<file path="config.mk">
export PLATFORM = sky130hd
export DESIGN_NAME = serial_adder
export DESIGN_NICKNAME = d
export VERILOG_FILES = /design/src/rtl/serial_adder_pkg.sv /design/src/rtl/serial_adder_full_adder1.sv /design/src/rtl/serial_adder.sv
export SDC_FILE = /design/constraint.sdc
export NUM_CORES = 1
export LEC_CHECK = 0
export CAP_MARGIN = 20
export CELL_PAD_IN_SITES_DETAIL_PLACEMENT = 1
export CELL_PAD_IN_SITES_GLOBAL_PLACEMENT = 1
export CORE_UTILIZATION = 35
export CTS_CLUSTER_SIZE = 30
export DETAILED_ROUTE_END_ITERATION = 10
export DONT_BUFFER_PORTS = 1
export PLACE_DENSITY = 0.69
export SYNTH_ARGS = -nofsm -noshare
export SYNTH_HDL_FRONTEND = slang
export SYNTH_SLANG_ARGS = --single-unit
</file>
<file path="constraint.sdc">
create_clock -name clk -period 3.3 [get_ports clk]
set_clock_uncertainty 0.1 [all_clocks]
set_input_delay 0.495 -clock clk [delete_from_list [all_inputs] [get_ports clk]]
set_output_delay 0.495 -clock clk [all_outputs]
set_load 0.02 [all_outputs]
</file>
<file path="src/rtl/serial_adder_pkg.sv">
// Shared constants and FSM encoding for the bit-serial adder.
package serial_adder_pkg;

    localparam int DATA_WIDTH = 32;

    typedef enum logic [1:0] {
        IDLE = 2'd0,
        RUN  = 2'd1,
        DONE = 2'd2
    } state_t;

endpackage : serial_adder_pkg

</file>
<file path="src/rtl/serial_adder_full_adder1.sv">
// 1-bit full-adder cell used as the serial adder's entire datapath.
module full_adder1 (
    input  logic x,
    input  logic y,
    input  logic ci,
    output logic s,
    output logic co
);

    assign s  = x ^ y ^ ci;
    assign co = (x & y) | (ci & (x ^ y));

endmodule : full_adder1

</file>
<file path="src/rtl/serial_adder.sv">
// Bit-serial adder: one bit per cycle, LSB first, result qualified by a one-cycle done pulse.
module serial_adder
    import serial_adder_pkg::*;
#(
    parameter int WIDTH = DATA_WIDTH
) (
    input  logic             clk,
    input  logic             rst,
    input  logic             start,
    input  logic [WIDTH-1:0] a,
    input  logic [WIDTH-1:0] b,
    input  logic             cin,
    output logic             busy,
    output logic             done,
    output logic [WIDTH-1:0] sum,
    output logic             cout,
    output logic             ovf,
    output logic [1:0]       dbg_state
);

    // Handshake: start is accepted on a rising edge only when the FSM is in
    // IDLE or DONE; done is a single-cycle strobe qualifying sum/cout/ovf.

    localparam int CW = $clog2(WIDTH) + 1;
    localparam logic [CW-1:0] LAST_BIT = CW'(WIDTH - 1);

    state_t            state_q, state_d;
    logic [WIDTH-1:0]  a_q, a_d;
    logic [WIDTH-1:0]  b_q, b_d;
    logic [WIDTH-1:0]  sum_q, sum_d;
    logic [CW-1:0]     cnt_q, cnt_d;
    logic              carry_q, carry_d;
    logic              cout_q, cout_d;
    logic              ovf_q, ovf_d;
    logic              busy_q, done_q;
    logic              fa_s, fa_co;

    full_adder1 u_fa (
        .x  (a_q[0]),
        .y  (b_q[0]),
        .ci (carry_q),
        .s  (fa_s),
        .co (fa_co)
    );

    always_comb begin
        state_d = state_q;
        a_d     = a_q;
        b_d     = b_q;
        sum_d   = sum_q;
        cnt_d   = cnt_q;
        carry_d = carry_q;
        cout_d  = cout_q;
        ovf_d   = ovf_q;
        case (state_q)
            IDLE, DONE: begin
                state_d = IDLE;
                if (start) begin
                    state_d = RUN;
                    a_d     = a;
                    b_d     = b;
                    carry_d = cin;
                    cnt_d   = '0;
                end
            end
            RUN: begin
                a_d     = a_q >> 1;
                b_d     = b_q >> 1;
                sum_d   = {fa_s, sum_q[WIDTH-1:1]};
                carry_d = fa_co;
                cnt_d   = cnt_q + CW'(1);
                if (cnt_q == LAST_BIT) begin
                    state_d = DONE;
                    cout_d  = fa_co;
                    // carry_q is the carry into the MSB on this final bit
                    ovf_d   = carry_q ^ fa_co;
                end
            end
            default: state_d = IDLE;
        endcase
    end

    always_ff @(posedge clk or posedge rst) begin
        if (rst) begin
            state_q <= IDLE;
            a_q     <= '0;
            b_q     <= '0;
            sum_q   <= '0;
            cnt_q   <= '0;
            carry_q <= 1'b0;
            cout_q  <= 1'b0;
            ovf_q   <= 1'b0;
            busy_q  <= 1'b0;
            done_q  <= 1'b0;
        end else begin
            state_q <= state_d;
            a_q     <= a_d;
            b_q     <= b_d;
            sum_q   <= sum_d;
            cnt_q   <= cnt_d;
            carry_q <= carry_d;
            cout_q  <= cout_d;
            ovf_q   <= ovf_d;
            busy_q  <= (state_d == RUN);
            done_q  <= (state_d == DONE);
        end
    end

    assign busy      = busy_q;
    assign done      = done_q;
    assign sum       = sum_q;
    assign cout      = cout_q;
    assign ovf       = ovf_q;
    assign dbg_state = state_q;

endmodule : serial_adder

</file>
==> flow_summary_export.csv, run 1 <==
group,metric,value,unit
outcome,status,"complete, no violations",
floorplan,io_pins,106,
critical_path,cp-start-kind,"flop",
power,p_per_area,996,nW/um^2
routing,vias_per_cell,5.40,
synthesis,ys_types,25,
floorplan,die_h,116,um
hold_path,hold_path.class,"input pin to asynchronous set/reset pin",
floorplan,start_util,36.0,%
timing,setup_ws,1.23,ns
timing,finalHoldViolCount,0,
critical_path,critPathMaxFanout,49,
timing,rsz0062_at_grt,"no",
place,place_ws,1.24,ns
critical_path,critPathKind,"flop to flop",
power,vdd_drop_max,0.434,mV
cts,holdBufCountCts,0,
synthesis,yosysSeqAreaShare,59.7,%
synthesis,synth_area,4570,um^2
synthesis,ys_warn_count,0,
cts,insertion_delay,0.35,ns
floorplan,die_area,13500,um^2
routing,routed_wl,11400,um
timing,fmax,484,MHz
flow_run,maxCapViolCount,0,
place,place.gp.congestion,0.698,
cts,cts_resized,0,
cts,clkTransAtPathRegs,0.07,ns
power,p_leak,0.00245,uW
synthesis,ys_ff_latch,109,
layout,final_util,39.4,%
routing,drtIter0Drc,152,
floorplan,core_area,12700,um^2
routing,wl_per_cell,18.2,um
place,post_dp_cell_area,4700,um^2
cts,post_cts_buffers,0,
global_route,gr-total-overflow,0,
global_route,grt_use_total,18.3,%
cts,cts_root_buf,"clkbuf_16",
timing,period_needed,2.07,ns
layout,drive_gt1_share,5.96,%
cts,cts_tree,"done",
layout,final_cell_mix,"nand2_1, dfrtp_1, nand3_1, a22oi_1, clkbuf_16",
timing,finalCritPeriodShare,62.6,%
routing,drtPass1Iterations,4,
critical_path,arrival,2.26,ns
layout,mostFrequentLayoutCell,"nand2_1",
routing,ant_nets,0,
floorplan,die_width,116,um
layout,syn_to_final_growth,9.40,%
cts,cts_buffers,9,
critical_path,cp-end-kind,"flop",
cts,clockBufferDepth,2,
timing,fin_tns_setup,0,ns
global_route,grt_max_degree,52,
floorplan,fp-row-count,41,
routing,drc,0,
cts,cts-htree-levels,3,
timing,relSlewSlack,40.2,%
timing,setup_viol,0,
layout,finalNetCount,518,
timing,worstMarginPinSlew,0.895,ns
critical_path,cp_data_required_time,3.49,ns
layout,num_antenna_cells,0,
synthesis,syn-instance-count,466,
timing,maxSlewViolCount,0,
cts,cts_sinks,109,
global_route,antenna_found_initial,0,
synthesis,synth_area_per_cell,9.80,um^2
place,place_hpwl,7460,um
global_route,grt_pass1_wl,18700,um
global_route,first_global_vias,3514,
layout,design_area,5000,um^2
place,portBuffers,0,
routing,via_count,3373,
synthesis,synth_fp_nets,536,
-- metrics by stage --
stage / power, uW / hold WS [ns] / instances
floorplan: 3590 / 0.366 / 466
global placement: 3860 / 0.381 / 609
detailed placement: 3970 / 0.385 / 609
CTS: 5060 / 0.103 / 625
global route: 5380 / 0.153 / 625
finish: 4980 / 0.0866 / 625
-- Yosys cell counts --
cell        n  area (um^2)
xnor2_1     2         17.5
nand2_1   164          616
a22o_1      5         43.8
buf_6       1         11.3
fa_1        1         20.0
nor3_1      1         5.00
nor3_4      1         16.3
buf_2      20          100
ha_1        1         12.5
nand2b_1    2         12.5
and2b_1     1         7.51
nand4_1     2         12.5
xor2_1      1         8.76
mux2i_1     3         30.0
buf_4       4         30.0
clkbuf_1   12         45.0
and3_1      1         6.26
mux2_1      2         22.5
dfrtp_1   109         2730
nand3_1    64          320
nor2b_1     2         12.5
o21ai_1     1         5.00
a22oi_1    63          473
nor2_1      2         7.51
inv_1       1         3.75
-- registers in the layout (all words and copies together), names as in the netlist --
signal,cells
ovf,1
busy,1
carry_q,1
sum,32
dbg_state,2
b_q,32
cnt_q,6
a_q,32
cout,1
done,1
-- power breakdown --
| group | switching, uW | internal (uW) |
|---|---|---|
| combinational | 820 | 535 |
| sequential | 643 | 1910 |
| clock | 470 | 597 |
| total | 1930 | 3050 |
-- cell type report --
| class | instances | area [um^2] |
|---|---|---|
| fillers | 1437 | 7670 |
| flip-flops and latches | 109 | 2730 |
| multi-input cells | 319 | 1670 |
| clock buffers | 16 | 292 |
| well taps | 172 | 215 |
| repair buffers | 8 | 85.1 |
| inverters | 1 | 7.51 |
-- worst paths after layout --
check,from,end,slack (ns),cells past startpoint
setup / recovery,dbg_state[0],a_q[5],1.23,4
hold / removal,rst,a_q[18],0.09,1
setup reg to reg,dbg_state[0],a_q[5],1.23,4
hold reg to reg,a_q[3],a_q[3],0.40,2
max in group asynchronous,rst,sum[29],2.10,2
min in group clk,b[16],b_q[16],0.17,2
-- metal layers --
layer / up-vias / track usage [%] / share of wire, %
met5: - / 0 / 0
met4: 0 / 6.24 / 1.4
met3: 13 / 8.10 / 8.5
met2: 92 / 29.3 / 47
met1: 1722 / 22.0 / 43
li1: 1546 / - / -
-- worst max-delay path, stage by stage, from the launching register on --
cell and delay (ns):
dfrtp_1 0.59, and2b_4 0.63, buf_4 0.41, a22oi_1 0.14
nand2_1 0.11
-- cells by family (layout without fill, tap and decap cells) --
family / Yosys count / in the layout / share of synthesized area, %
fa+ha+maj: 2 / 2 / 0.712
buf+inv: 38 / 25 / 4.16
compound gates: 69 / 69 / 11.4
mux: 5 / 5 / 1.15
flops: 109 / 109 / 59.7
xor+xnor: 3 / 3 / 0.575
simple gates: 240 / 240 / 22.2
Power figures use the tool's default switching activity.
==> run 2: changes to the inputs <==
clock period = 1.9 ns   (was 3.3 ns; I/O delays follow)
==> flow_summary_export.csv, run 2 (synthesis results as in run 1) <==
group,metric,value,unit
timing,finalHoldViolCount,0,
timing,fin_tns_setup,0,ns
cts,clockBufferDepth,2,
power,p_total,8900,uW
critical_path,cpPeakStageDelay,0.53,ns
cts,cts_buffers,9,
global_route,grt_use_total,18.7,%
routing,routed_wl,12000,um
power,vdd_drop_max,0.579,mV
critical_path,crit_path_end,"b_q[16]",
layout,finalNetCount,586,
cts,cts_resized,0,
place,place_ws,0.272,ns
power,p_leak,0.00275,uW
floorplan,die_h,116,um
routing,ant_nets,0,
critical_path,cp_num_cells,4,
floorplan,start_util,36.0,%
timing,setup_ws,0.269,ns
global_route,grt_max_degree,110,
global_route,first_global_vias,3903,
flow_run,maxCapViolCount,0,
hold_path,hold_path.class,"input pin to flop",
cts,insertion_delay,0.35,ns
timing,holdWs,0.228,ns
place,place.gp.congestion,0.691,
cts,cts_tree,"done",
cts,cts_sinks,109,
place,place_hpwl,7050,um
cts,cts-htree-levels,3,
timing,setup_viol,0,
timing,worstMarginPinSlew,0.592,ns
critical_path,cp-start-kind,"flop",
cts,post_cts_buffers,0,
critical_path,arrival,1.75,ns
critical_path,crit_start,"dbg_state[0]",
layout,mostFrequentLayoutCell,"nand2_1",
critical_path,critPathKind,"flop to flop",
floorplan,core_area,12700,um^2
power,p_per_area,1560,nW/um^2
critical_path,cp_top_family,"flip-flops",
global_route,grt_pass1_wl,19700,um
place,placed_cells,611,
timing,rsz0062_at_grt,"no",
layout,fin_cells,695,
floorplan,die_area,13500,um^2
layout,final_cell_mix,"nand2_1, dfrtp_1, dlygate4sd3_1, nand3_1, a22oi_1",
routing,vias_per_cell,5.28,
place,portBuffers,0,
routing,drtPass1Iterations,4,
critical_path,cp_num_buf_inv,1,
critical_path,r2r_end,"b_q[16]",
timing,period_needed,1.63,ns
cts,holdBufCountCts,66,
critical_path,critPathMaxFanout,43,
critical_path,cp_data_required_time,2.02,ns
global_route,antenna_found_initial,1,
routing,drtIter0Drc,222,
timing,maxSlewViolCount,0,
outcome,status,"complete, no violations",
critical_path,slowest_stage,"dfrtp_1",
routing,drc,0,
critical_path,cp-end-kind,"flop",
routing,wl_per_cell,17.3,um
critical_path,r2r_slack,0.27,ns
routing,via_count,3670,
global_route,gr-total-overflow,0,
critical_path,ff2ff_path_depth,4,
timing,relSlewSlack,60.6,%
timing,finalCritPeriodShare,85.9,%
layout,drive_gt1_share,5.95,%
floorplan,io_pins,106,
layout,syn_to_final_growth,25.3,%
cts,cts_root_buf,"clkbuf_16",
cts,clkTransAtPathRegs,0.08,ns
floorplan,die_width,116,um
timing,fmax,613,MHz
floorplan,fp-row-count,41,
critical_path,crit_chain,"and2b_4, buf_12, a22oi_1, nand2_1",
critical_path,rr_startpoint,"dbg_state[0]",
run 2: cell count changes in the layout (fill, tap and decap cells not counted), moves of 2 or more:
cell / before / now
buf_12: 2 / 6
buf_4: 6 / 4
clkbuf_1: 3 / 1
dlygate4sd3_1: 0 / 66
clkinv_4: 0 / 2
clkbuf_8: 4 / 1
diode_2: 0 / 2
run 2: stage by stage:
stage / util (%) / cell area [um^2]
floorplan: - / 4570
global placement: 37.6 / 4770
detailed placement: 37.6 / 4770
CTS: 45.1 / 5720
global route: 45.1 / 5720
finish: 45.1 / 5720
run 2: power breakdown:
group	internal, uW	total, uW	switching (uW)
combinational	1110	2640	1530
sequential	3320	4440	1120
clock	944	1820	878
total	5370	8900	3530
run 2: per-layer routing:
layer	global-route usage [%]	wire, um	share of wire (%)	vias up
li1	-	-	-	1695
met2	32.1	6080	51	102
met5	0	0	0	-
met4	7.86	199	1.7	0
met1	22.8	5100	42	1858
met3	4.15	643	5.4	15
run 2: tightest hold or removal path: cells and delay by family:
family          cells  cell delay, ns
compound gates      1            0.14
simple gates        2            0.22
run 2: layout make-up:
type	instances	area, um^2
Inverter	1	7.51
Tap cell	172	215
Clock inverter	5	42.5
Timing Repair Buffer	76	811
Multi-Input combinational cell	319	1670
Clock buffer	11	243
Fill cell	1445	6950
Antenna cell	2	5.00
Sequential cell	109	2730
run 2: worst min path at each step:
stage,startpoint,endpoint,slack [ns],cells past startpoint
2_1_floorplan,a[0],a_q[0],0.31,2
6_report,start,a_q[20],0.23,3
5_1_grt,start,busy,0.25,3
3_3_place_gp,rst,sum[4],0.28,2
3_5_place_dp,rst,sum[4],0.29,2
4_1_cts,start,a_q[20],0.22,3
